`src/rtl/seq_divider_pkg.sv`:
```
// Shared definitions for the sequential restoring divider: state encoding and default width.
package seq_divider_pkg;

    localparam int unsigned DefaultWidth = 8;

    typedef enum logic [1:0] {
        StIdle = 2'd0,
        StRun  = 2'd1,
        StDone = 2'd2
    } div_state_e;

endpackage

```
`src/rtl/cla_subtractor.sv`:
```
// N-bit subtractor a - b built as a + ~b + 1 from generate/propagate terms.
module cla_subtractor #(
    parameter int unsigned N = 9
) (
    input  logic [N-1:0] a,
    input  logic [N-1:0] b,
    output logic [N-1:0] diff,
    output logic         no_borrow
);

    logic [N-1:0] b_inv;
    logic [N-1:0] gen;
    logic [N-1:0] prop;

    assign b_inv = ~b;
    assign gen   = a & b_inv;
    assign prop  = a ^ b_inv;

    // Carry-in of 1 completes the two's-complement negation of b.
    always_comb begin
        logic carry;
        carry = 1'b1;
        diff  = '0;
        for (int i = 0; i < int'(N); i++) begin
            diff[i] = prop[i] ^ carry;
            carry   = gen[i] | (prop[i] & carry);
        end
        no_borrow = carry;
    end

endmodule

```
`src/rtl/seq_divider.sv`:
```
// Multi-cycle unsigned restoring divider: one quotient bit per clock, WIDTH iterations per result.
module seq_divider
    import seq_divider_pkg::*;
#(
    parameter int unsigned WIDTH = DefaultWidth
) (
    input  logic             clk,
    input  logic             rst_n,
    input  logic             start,
    input  logic [WIDTH-1:0] dividend,
    input  logic [WIDTH-1:0] divisor,
    output logic             busy,
    output logic             done,
    output logic [WIDTH-1:0] quotient,
    output logic [WIDTH-1:0] remainder,
    output logic             div_by_zero
);

    localparam int unsigned CntW = $clog2(WIDTH);
    localparam logic [CntW-1:0] LastCnt = CntW'(WIDTH - 1);

    div_state_e       state_q, state_d;
    logic [CntW-1:0]  cnt_q, cnt_d;
    logic [WIDTH-1:0] q_q, q_d;
    logic [WIDTH:0]   rem_q, rem_d;
    logic [WIDTH-1:0] divisor_q, divisor_d;
    logic [WIDTH-1:0] quotient_q, quotient_d;
    logic [WIDTH-1:0] remainder_q, remainder_d;
    logic             dbz_q, dbz_d;

    logic [WIDTH:0]   shifted;
    logic [WIDTH:0]   trial;
    logic             no_borrow;
    logic             unused_rem_msb;

    // The partial remainder never exceeds the divisor, so its top bit stays clear.
    assign unused_rem_msb = rem_q[WIDTH];
    assign shifted        = {rem_q[WIDTH-1:0], q_q[WIDTH-1]};

    cla_subtractor #(
        .N (WIDTH + 1)
    ) u_sub (
        .a         (shifted),
        .b         ({1'b0, divisor_q}),
        .diff      (trial),
        .no_borrow (no_borrow)
    );

    always_comb begin
        state_d     = state_q;
        cnt_d       = cnt_q;
        q_d         = q_q;
        rem_d       = rem_q;
        divisor_d   = divisor_q;
        quotient_d  = quotient_q;
        remainder_d = remainder_q;
        dbz_d       = dbz_q;

        unique case (state_q)
            StIdle, StDone: begin
                if (start) begin
                    divisor_d = divisor;
                    q_d       = dividend;
                    rem_d     = '0;
                    cnt_d     = '0;
                    dbz_d     = 1'b0;
                    state_d   = StRun;
                end else begin
                    state_d = StIdle;
                end
            end
            StRun: begin
                if (divisor_q == '0) begin
                    // q still holds the untouched dividend on the first RUN cycle.
                    quotient_d  = '1;
                    remainder_d = q_q;
                    dbz_d       = 1'b1;
                    state_d     = StDone;
                end else begin
                    rem_d = no_borrow ? trial : shifted;
                    q_d   = {q_q[WIDTH-2:0], no_borrow};
                    cnt_d = cnt_q + 1'b1;
                    if (cnt_q == LastCnt) begin
                        quotient_d  = q_d;
                        remainder_d = rem_d[WIDTH-1:0];
                        state_d     = StDone;
                    end
                end
            end
            default: state_d = StIdle;
        endcase
    end

    always_ff @(posedge clk or negedge rst_n) begin
        if (!rst_n) begin
            state_q     <= StIdle;
            cnt_q       <= '0;
            q_q         <= '0;
            rem_q       <= '0;
            divisor_q   <= '0;
            quotient_q  <= '0;
            remainder_q <= '0;
            dbz_q       <= 1'b0;
        end else begin
            state_q     <= state_d;
            cnt_q       <= cnt_d;
            q_q         <= q_d;
            rem_q       <= rem_d;
            divisor_q   <= divisor_d;
            quotient_q  <= quotient_d;
            remainder_q <= remainder_d;
            dbz_q       <= dbz_d;
        end
    end

    assign busy        = (state_q == StRun);
    assign done        = (state_q == StDone);
    assign quotient    = quotient_q;
    assign remainder   = remainder_q;
    assign div_by_zero = dbz_q;

endmodule

```
`config.mk`:
```
export PLATFORM = sky130hd
export DESIGN_NAME = seq_divider
export DESIGN_NICKNAME = d
export VERILOG_FILES = /design/src/rtl/seq_divider_pkg.sv /design/src/rtl/cla_subtractor.sv /design/src/rtl/seq_divider.sv
export SDC_FILE = /design/constraint.sdc
export NUM_CORES = 1
export LEC_CHECK = 0
export ABC_AREA = 1
export BUFFER_PORTS_ARGS = -buffer_cell sky130_fd_sc_hd__clkbuf_2
export CORE_MARGIN = 1
export CORE_UTILIZATION = 59
export CTS_BUF_LIST = sky130_fd_sc_hd__clkbuf_4
export CTS_CLUSTER_SIZE = 12
export DETAILED_ROUTE_END_ITERATION = 16
export HOLD_SLACK_MARGIN = 0.05
export PLACE_DENSITY = 0.82
export SLEW_MARGIN = 30
export SYNTH_ARGS = -nofsm -noshare
export SYNTH_HDL_FRONTEND = slang
export SYNTH_SLANG_ARGS = --single-unit
```
`constraint.sdc`:
```
create_clock -name clk -period 4.3 [get_ports clk]
set_input_delay 0 -clock clk [delete_from_list [all_inputs] [get_ports clk]]
set_output_delay 0 -clock clk [all_outputs]
set_load 0.005 [all_outputs]
```
Word-level counts from Yosys, hierarchy flattened
Cells that the tools add are included.
{"block": "totals", "output_inout_bits": 19, "in_bits": 19, "romBits": 0, "mem_count": 0, "latchBits": 0, "regBits": 46, "mem_bits_rw": 0}
{"block": "op_classes", "bitwise": 28, "add_sub_neg": 1, "n_shift": 0, "reduce_logical": 9, "div_mod_pow": 0, "multipliers": 0, "n_eq_ne": 7, "muxes": 21, "magnitude_cmp": 0}
{"op": "2-to-1 mux 8 bit", "n": 9}
{"op": "one-hot mux 8 bit (2 select lines)", "n": 2}
{"op": "AND 9 bit", "n": 1}
{"op": "NOT 8 -> 9 bit", "n": 1}
{"op": "bitwise OR 1 bit", "n": 9}
{"op": "XOR 9 bit", "n": 1}
{"op": "AND 1 bit", "n": 8}
{"op": "zero test 8 bit", "n": 1}
{"op": "XOR 1 bit", "n": 7}
{"op": "2-to-1 mux 3 bit", "n": 2}
{"op": "one-hot mux 3 bit (2 select lines)", "n": 1}
{"op": "AND reduction 3 bit", "n": 2}
{"op": "2-to-1 mux 2 bit", "n": 2}
{"op": "!= test 2 bit, second input constant", "n": 2}
{"op": "one-hot mux 2 bit (2 select lines)", "n": 1}
{"op": "AND reduction 2 bit", "n": 2}
{"op": "nonzero test 2 bit", "n": 2}
{"op": "adder 3 x 1 -> 3 bit, second input constant", "n": 1}
{"op": "== test 3 bit, second input constant", "n": 1}
{"op": "2-to-1 mux 1 bit", "n": 3}
{"op": "!= test 3 x 1 -> 1 bit, second input constant", "n": 1}
{"op": "== test 2 x 1 -> 1 bit, second input constant", "n": 1}
{"op": "== test 2 bit, second input constant", "n": 1}
{"op": "zero test 2 bit", "n": 1}
{"op": "other kinds (4)", "n": 4}

Depth between registers and ports, before layout
Gate-level depths: netlist of the first run.
{"block": "depth", "word_depth": 22, "depth_mapped": 22}

Modules after synthesis
From an unflattened synthesis of the first run, not the netlist that was laid out.
{"block": "unflattened", "cells_unflattened": 322, "hier_area_um2": 2563.7}
{"module": "seq_divider", "seq_area_each_um2": 1151.1, "area_each_um2": 2323.5, "n_inst": 1, "cells_per_inst": 295}
{"module": "cla_subtractor", "seq_area_each_um2": 0.0, "area_each_um2": 240.2, "n_inst": 1, "cells_per_inst": 27}

Worst setup path after synthesis of the first run
OpenSTA, ideal clock, no wires.
{"block": "synth_timing", "path_type": "reg-to-reg", "startpoint": "register q_q[7]", "endpoint": "register remainder_q[4] (netlist: remainder[4])", "stages_incl_launch_ff": 23, "required_ns": 4.234, "t_arrival_ns": 3.702, "setup_ns": 0.066, "path_slack_ns": 0.532, "synth_period_minus_slack_ns": 3.768, "n_path_buf": 1, "cell_sequence": "dfrtp_1 > inv_1 > ha_1 > inv_1 > fa_1 > fa_1 > inv_1 > fa_1 > inv_1 > fa_1 > fa_1 > inv_1 > fa_1 > inv_1 > fa_1 > clkbuf_1 > nor2_2 > nand2_1 > nand2_1 > o21ai_0 > nand2_1 > nand2_1 > nand2_1"}
{"block": "synth_between", "elab_chain_cells": 21}
{"element": "from (decl)", "line_no": "seq_divider.sv:24", "text": "logic [WIDTH-1:0] q_q, q_d;"}
{"element": "from (signal assigned)", "line_no": "seq_divider.sv:107", "text": "q_q <= q_d;"}
{"element": "AND 9 bit / XOR 9 bit (equally long branches)", "line_no": "cla_subtractor.sv:16, cla_subtractor.sv:17"}
{"element": "bitwise OR 1 bit *", "line_no": "cla_subtractor.sv:26", "text": "carry = gen[i] | (prop[i] & carry);"}
{"element": "AND 1 bit *", "line_no": "cla_subtractor.sv:26"}
{"element": "bitwise OR 1 bit *", "line_no": "cla_subtractor.sv:26"}
{"element": "AND 1 bit *", "line_no": "cla_subtractor.sv:26"}
{"element": "bitwise OR 1 bit *", "line_no": "cla_subtractor.sv:26"}
{"element": "AND 1 bit *", "line_no": "cla_subtractor.sv:26"}
{"element": "bitwise OR 1 bit *", "line_no": "cla_subtractor.sv:26"}
{"element": "[5 not listed]"}
{"element": "bitwise OR 1 bit", "line_no": "cla_subtractor.sv:26"}
{"element": "AND 1 bit", "line_no": "cla_subtractor.sv:26"}
{"element": "bitwise OR 1 bit", "line_no": "cla_subtractor.sv:26"}
{"element": "AND 1 bit", "line_no": "cla_subtractor.sv:26"}
{"element": "bitwise OR 1 bit", "line_no": "cla_subtractor.sv:26"}
{"element": "2-to-1 mux 8 bit *", "line_no": "seq_divider.sv:80", "text": "rem_d = no_borrow ? trial : shifted;"}
{"element": "2-to-1 mux 8 bit *", "line_no": "seq_divider.sv:83", "text": "if (cnt_q == LastCnt) begin"}
{"element": "2-to-1 mux 8 bit *", "line_no": "seq_divider.sv:73", "text": "if (divisor_q == '0) begin"}
{"element": "to (signal assigned)", "line_no": "seq_divider.sv:111", "text": "remainder_q <= remainder_d;"}
{"element": "to (decl)", "line_no": "seq_divider.sv:28", "text": "logic [WIDTH-1:0] remainder_q, remainder_d;"}
Mark *: on every way between the ends. The rest lies on a longest branch, timed or not. The select of a mux whose other input is x is not followed.
A chain may end at the register's enable or synchronous reset.

Final worst setup path of the first run
{"block": "layout_timing", "startpoint": "register q_q[7]", "endpoint": "register remainder_q[1] (netlist: remainder[1])"}
{"block": "layout_between", "elab_chain_cells": 21}
{"element": "AND 9 bit / XOR 9 bit (equally long branches)", "line_no": "cla_subtractor.sv:16, cla_subtractor.sv:17"}
{"element": "bitwise OR 1 bit *", "line_no": "cla_subtractor.sv:26"}
{"element": "AND 1 bit", "line_no": "cla_subtractor.sv:26"}
{"element": "bitwise OR 1 bit", "line_no": "cla_subtractor.sv:26"}
{"element": "AND 1 bit", "line_no": "cla_subtractor.sv:26"}
{"element": "bitwise OR 1 bit", "line_no": "cla_subtractor.sv:26"}
{"element": "AND 1 bit", "line_no": "cla_subtractor.sv:26"}
{"element": "bitwise OR 1 bit", "line_no": "cla_subtractor.sv:26"}
{"element": "[5 not listed]"}
{"element": "bitwise OR 1 bit", "line_no": "cla_subtractor.sv:26"}
{"element": "AND 1 bit", "line_no": "cla_subtractor.sv:26"}
{"element": "bitwise OR 1 bit", "line_no": "cla_subtractor.sv:26"}
{"element": "AND 1 bit", "line_no": "cla_subtractor.sv:26"}
{"element": "bitwise OR 1 bit", "line_no": "cla_subtractor.sv:26"}
{"element": "2-to-1 mux 8 bit *", "line_no": "seq_divider.sv:80"}
{"element": "2-to-1 mux 8 bit *", "line_no": "seq_divider.sv:83"}
{"element": "2-to-1 mux 8 bit *", "line_no": "seq_divider.sv:73"}
Marked as above.

==> results of run 1 <==
## worst min-delay path, delay by kind of cell
kind | cells | cell delay, ns
simple gates | 1 | 0.04
compound gates | 1 | 0.10
buf+inv | 2 | 0.28
## worst paths after layout
path / slack [ns] / startpoint / endpoint
worst max-delay path: 0.27 / q_q[7]$_DFFE_PN0P_ / remainder[1]$_DFFE_PN0P_
worst min-delay path: 0.09 / start / state_q[0]$_DFFE_PN0P_
worst max register to register: 0.27 / q_q[7]$_DFFE_PN0P_ / remainder[1]$_DFFE_PN0P_
worst min register to register: 0.53 / quotient[0]$_DFFE_PN0P_ / quotient[0]$_DFFE_PN0P_
max in group asynchronous: 3.69 / rst_n / divisor_q[4]$_DFFE_PN0P_
min in group asynchronous: 0.19 / rst_n / remainder[1]$_DFFE_PN0P_
## cells by family after synthesis
group,Yosys count
buffers and inverters,44
AO/OA/AOI/OAI,40
AND/OR/NAND/NOR,185
adder cells (fa/ha/maj),10
flip-flops,46
## area by class of cell
type                            count  area share [%]
Multi-Input combinational cell    235           40.06
Tap cell                           50           2.106
Inverter                           31           3.917
Clock inverter                      3           1.348
Sequential cell                    46           38.75
Clock buffer                        5           1.264
Timing Repair Buffer               56           12.55
## per-stage QoR
stage / worst slack (ns) / std cells / total power, mW / utilization (%)
6_report: 0.2695 / 426 / 2.306 / 73.20
4_1_cts: 0.1722 / 425 / 2.283 / 72.90
3_5_place_dp: 0.1925 / 400 / 2.004 / 66.79
5_1_grt: 0.01383 / 426 / 2.559 / 73.20
2_1_floorplan: 0.5323 / 325 / 1.681 / -
3_3_place_gp: 0.3248 / 400 / 1.955 / 66.73
## registers in the layout (all words and copies together), names as in the netlist
| register | count |
|---|---|
| cnt_q | 3 |
| quotient | 8 |
| divisor_q | 8 |
| q_q | 8 |
| state_q | 2 |
| div_by_zero | 1 |
| rem_q | 8 |
| remainder | 8 |
## routing by layer
| metal | global-route usage [%] | wire length [um] |
|---|---|---|
| met1 | 34.72 | 2473 |
| met2 | 46.00 | 2643 |
| met3 | 6.588 | 288 |
| met4 | 12.77 | 89 |
| met5 | 0 | 0 |
## where the power goes
part           internal [mW]  total [mW]  leakage [nW]  switching (mW)
clock network          0.121       0.263        0.0450           0.142
registers              0.625       0.766         0.585           0.141
logic                  0.467        1.28          1.04           0.810
total                   1.21        2.31          1.67            1.09
## Yosys cell counts
| library cell | instances |
|---|---|
| nor2_2 | 3 |
| o21ai_2 | 1 |
| clkbuf_1 | 7 |
| a21oi_2 | 1 |
| buf_8 | 1 |
| buf_4 | 1 |
| ha_1 | 3 |
| nor2_8 | 1 |
| nand2_4 | 3 |
| inv_1 | 29 |
| o21ai_1 | 1 |
| buf_2 | 4 |
| o21ai_0 | 29 |
| fa_1 | 7 |
| nand2_1 | 133 |
| nand3_1 | 35 |
| dfrtp_1 | 46 |
| a21oi_1 | 8 |
| nor2_1 | 6 |
| inv_2 | 2 |
| nand2_2 | 3 |
| nor2_4 | 1 |
## what timing repair did
item	CTS	global route
buffers inserted	0	1
endpoints found under the setup margin	0	16
hold buffers	17	0
hold endpoints to repair	62	0
gates resized for setup	0	1
## placed cells by master, fill, tap and decap left out, drive strengths merged, types with 7 or more instances in the layout
cell           n
nand2        139
dfrtp         46
nor2          11
fa             7
dlygate4sd3   17
clkbuf        42
a21oi          9
o21ai         31
nand3         35
inv           31
==> metrics, run 1 <==
worst clock skew=0.01741 ns; RePlAce Congestion=0.9117; Worst EP required=4.59 ns; first-pass GRT wire length=9363 um; Fin Setup TNS=0 ns; Initial Util=62.13%; Setup CP Type=register to register; largest family of logic cells by synthesized area=simple AND/OR/NAND/NOR gates; mux share of post-synthesis cell area=0%; WP data arrival=4.32 ns; area of the core=4058 um2; post-synthesis adder-cell area fraction=7.047%; n_diodes=0; Synth Area in XOR/XNOR=0%; post-synthesis simple-gate area fraction=31.71%; critical path peak fanout=9; outcome=complete, no violations; f_max=0.2481 GHz; Nets=404; cells along the critical path=inv_1 -> ha_1 -> inv_1 -> fa_1 -> fa_1 -> inv_1 -> fa_1 -> inv_1 -> fa_1 -> fa_1 -> inv_1 -> fa_1 -> inv_1 -> fa_1 -> o21ai_0 -> nand2_1 -> o21ai_0 -> nand2_1 -> nand2_1 -> nand2_1; worst slew pin tran=0.9022 ns; IO buf count=37; crit end category=register; Synth warnings=0; Synth Area in Compound Gates=8.238%; Synth top area share=45.66%; Final Hold Fails=0; num rows=23; CP dominant cell by count=fa_1; final instance area=2970 um2; largest net degree at the start of global routing=47; io pins=38; Mapped Cells=325; Total GRT Usage=27.97%; max cap viols=0; drt first pass iters=4; crit path launch type=register; Largest stage delay, worst path=0.51 ns; root buffer cell=clkbuf_4; Via density=5.216; Cell Pwr Density=776.4 nW/um2; Seq. cell area=1151 um2; routed wire length=5495 um; Longest Clk Path Bufs=2; cell taking the most area after synthesis=dfrtp_1; Leakage=1.668 nW; H-tree Lvls=2; register area share after synthesis=45.66%; Period minus WS final=4.031 ns; Worst path depth=20; later-pin clock latency in the skew report=0.37 ns; CP bufs+invs=6; RSZ-0062 raised after global routing=no; full die area=4539 um2; Multi-input gate area=1190 um2; initial antenna violation count=0; worst hold path type=input pin to register; VDD IR-drop max=0.0004101 V; CP top delay family=adder cells; max-slew violation count=0; Post-Syn Nets=354; Relative slew margins=39.84%; antenna viol nets, final=0; Num CTS Buffers=5; CTS tree=yes; slowest CP cell=fa_1; total gr overflow=0; layout cells sized above 1=16.49%; vias in the first global route=2134; clock sinks=46; synthesized flop and latch total=46; Die Wd=67.37 um; Fin Hold WS=0.08695 ns; DIE HEIGHT=67.37 um; Vias=2222; Hold Path Stages=4; Post-Syn Area=2521 um2; Layout area overhead=17.82%; filler cell count=318; final setup fails=0; Synth cell types=22; initial DRC count=146; post-route clock period utilization=93.73%; wire length per cell=12.90 um; DRC=0; FF-to-FF path depth=20; Syn Area/Cell=7.757 um2; CTS clock-pin slew for the worst setup and hold paths=0.14 ns; synth top area cells=dfrtp_1 (46%), nand2_1 (20%), nand3_1 (6.9%), o21ai_0 (5.8%), fa_1 (5.6%); Area after DPL=2710 um2; hpwl dp=3669 um
(Power assumes the default switching activity.)
==> run 2, diff against run 1 <==
Settings changed: BUFFER_PORTS_ARGS -buffer_cell sky130_fd_sc_hd__clkbuf_2 to unset, CORE_UTILIZATION 59 to 65, DONT_BUFFER_PORTS set to 1, PLACE_DENSITY 0.82 to 0.81.
==> metrics, run 2 (same netlist as run 1, synthesis figures left out) <==
CTS tree=yes; crit path launch type=register; Final Hold Fails=0 (unchanged); final core occ=76.15% (+2.9 points); Initial Util=68.35% (+6.2 points); r2r endpoint=remainder[3]$_DFFE_PN0P_; Setup CP Type=register to register; crit end category=register; num rows=22 (-4.3%); clock sinks=46 (unchanged); Leakage=1.518 nW (-9.0%); worst clock skew=0.01314 ns (-0.004263 ns); Die Wd=64.28 um (-4.6%); RSZ-0062 raised after global routing=no; Fin Setup TNS=0 ns (unchanged); root buffer cell=clkbuf_4; DRC=0 (unchanged); Cell Pwr Density=804.6 nW/um2 (+3.6%); vias in the first global route=1961 (-8.1%); initial DRC count=199 (+36%); later-pin clock latency in the skew report=0.37 ns (about the same); outcome=complete, no violations; routed wire length=5470 um (-0.45%); Period minus WS final=3.985 ns (-0.04551 ns); total gr overflow=0 (unchanged); worst slew pin tran=0.9031 ns (+0.0008535 ns); FF-to-FF path depth=21 (+5.0%); Setup crit end=remainder[3]$_DFFE_PN0P_; final setup fails=0 (unchanged); drt first pass iters=4 (unchanged); final instance area=2809 um2 (-5.4%); VDD IR-drop max=0.0004104 V (about the same); CTS clock-pin slew for the worst setup and hold paths=0.14 ns (about the same); worst r2r src=q_q[7]$_DFFE_PN0P_; slowest CP cell=fa_2; antenna viol nets, final=0 (unchanged); n_diodes=0 (unchanged); max cap viols=0 (unchanged); area of the core=3689 um2 (-9.1%); wire length per cell=14.10 um (+9.3%); hpwl dp=3492 um (-4.8%); post-route clock period utilization=92.67% (-1.1 points); first-pass GRT wire length=9066 um (-3.2%); Largest stage delay, worst path=0.44 ns (-0.07 ns); layout cells sized above 1=7.941% (-8.5 points); max-slew violation count=0 (unchanged); f_max=0.2509 GHz (+1.1%); most frequent cells in the layout=nand2_1 (133), dfrtp_1 (46), nand3_1 (35); Worst EP required=4.63 ns (+0.04 ns); cells along the critical path=inv_1 -> ha_1 -> inv_1 -> fa_1 -> fa_1 -> inv_1 -> fa_1 -> inv_1 -> fa_1 -> fa_1 -> inv_1 -> fa_1 -> inv_1 -> fa_2 -> nor2_2 -> nand2_1 -> nand2_1 -> o21ai_0 -> nand2_1 -> nand2_1 -> nand2_1; Via density=5.392 (+3.4%); most common cell after layout, fill and taps aside=nand2_1; Nets=368 (-8.9%); Relative slew margins=39.79% (-0.057 points); Longest Clk Path Bufs=2 (unchanged); Num CTS Buffers=5 (unchanged); Crit. Startpoint=q_q[7]$_DFFE_PN0P_; Layout area overhead=11.41%; worst hold path type=input pin to async pin; critical path peak fanout=10 (+1); largest net degree at the start of global routing=47 (unchanged); Fin Hold WS=0.1138 ns (+0.02685 ns); WP data arrival=4.31 ns (about the same); full die area=4132 um2 (-9.0%); io pins=38 (unchanged); setup slack, reg-to-reg=0.31 ns (+0.05 ns); Area after DPL=2512 um2 (-7.3%); DIE HEIGHT=64.28 um (-4.6%); Vias=2092 (-5.9%); initial antenna violation count=0 (unchanged); H-tree Lvls=2 (unchanged); IO buf count=0 (-100%); Total GRT Usage=29.17% (+1.2 points); RePlAce Congestion=0.8597 (-5.7%)
[run 2: cell count changes in the layout (fill, tap and decap cells not counted), sizes merged]
cell	change
clkbuf	-37
nor2	+1
[run 2: layer usage]
layer / up-vias / GRT usage, % / wire length [um]
met1: 968 / 38.88 / 2397
met3: 12 / 6.250 / 286
met2: 66 / 46.97 / 2686
li1: 1046 / - / -
met4: 0 / 10.56 / 99
met5: - / 0 / 0
[run 2: power by group]
| part | switching [mW] | internal [mW] |
|---|---|---|
| logic | 0.788 | 0.425 |
| registers | 0.162 | 0.626 |
| clock network | 0.139 | 0.120 |
| total | 1.09 | 1.17 |
[run 2: critical path, delay by kind of cell (launching register included)]
kind / cells / cell delay, ns
flip-flops: 1 / 0.43
AO/OA/AOI/OAI: 1 / 0.12
adder cells (fa/ha/maj): 8 / 2.40
buffers and inverters: 6 / 0.38
AND/OR/NAND/NOR: 6 / 0.62
[run 2: how the worst min path moves through the flow]
stage	start	cells after the start	endpoint	slack (ns)
5_1_grt	rst_n	2	q_q[2]$_DFFE_PN0P_	0.13
4_1_cts	rst_n	2	q_q[2]$_DFFE_PN0P_	0.11
3_5_place_dp	rst_n	0	remainder[0]$_DFFE_PN0P_	-0.29
2_1_floorplan	rst_n	0	cnt_q[0]$_DFFE_PN0P_	-0.30
6_report	rst_n	2	q_q[2]$_DFFE_PN0P_	0.11
3_3_place_gp	rst_n	0	remainder[0]$_DFFE_PN0P_	-0.29
[run 2: cell type report]
class | count | area (um2)
repair buffers | 19 | 205.2
clock inverters | 3 | 40.04
multi-input cells | 236 | 1199
clock buffers | 5 | 37.54
well taps | 48 | 60.06
inverters | 31 | 116.4
fillers | 276 | 879.6
flip-flops and latches | 46 | 1151
[run 2: repair_timing]
action | CTS | global route
buffers inserted | 0 | 1
hold endpoints to repair | 62 | 0
resized for setup | 0 | 4
endpoints found under the setup margin | 0 | 16
hold buffers | 18 | 0
[run 2: stage by stage]
stage | setup slack (ns) | power [mW] | cells
floorplan | 0.5323 | 1.681 | 325
global placement | 0.3190 | 1.878 | 360
detailed placement | 0.1292 | 1.919 | 360
CTS | 0.08996 | 2.204 | 386
global route | 0.07901 | 2.503 | 388
finish | 0.3150 | 2.260 | 388
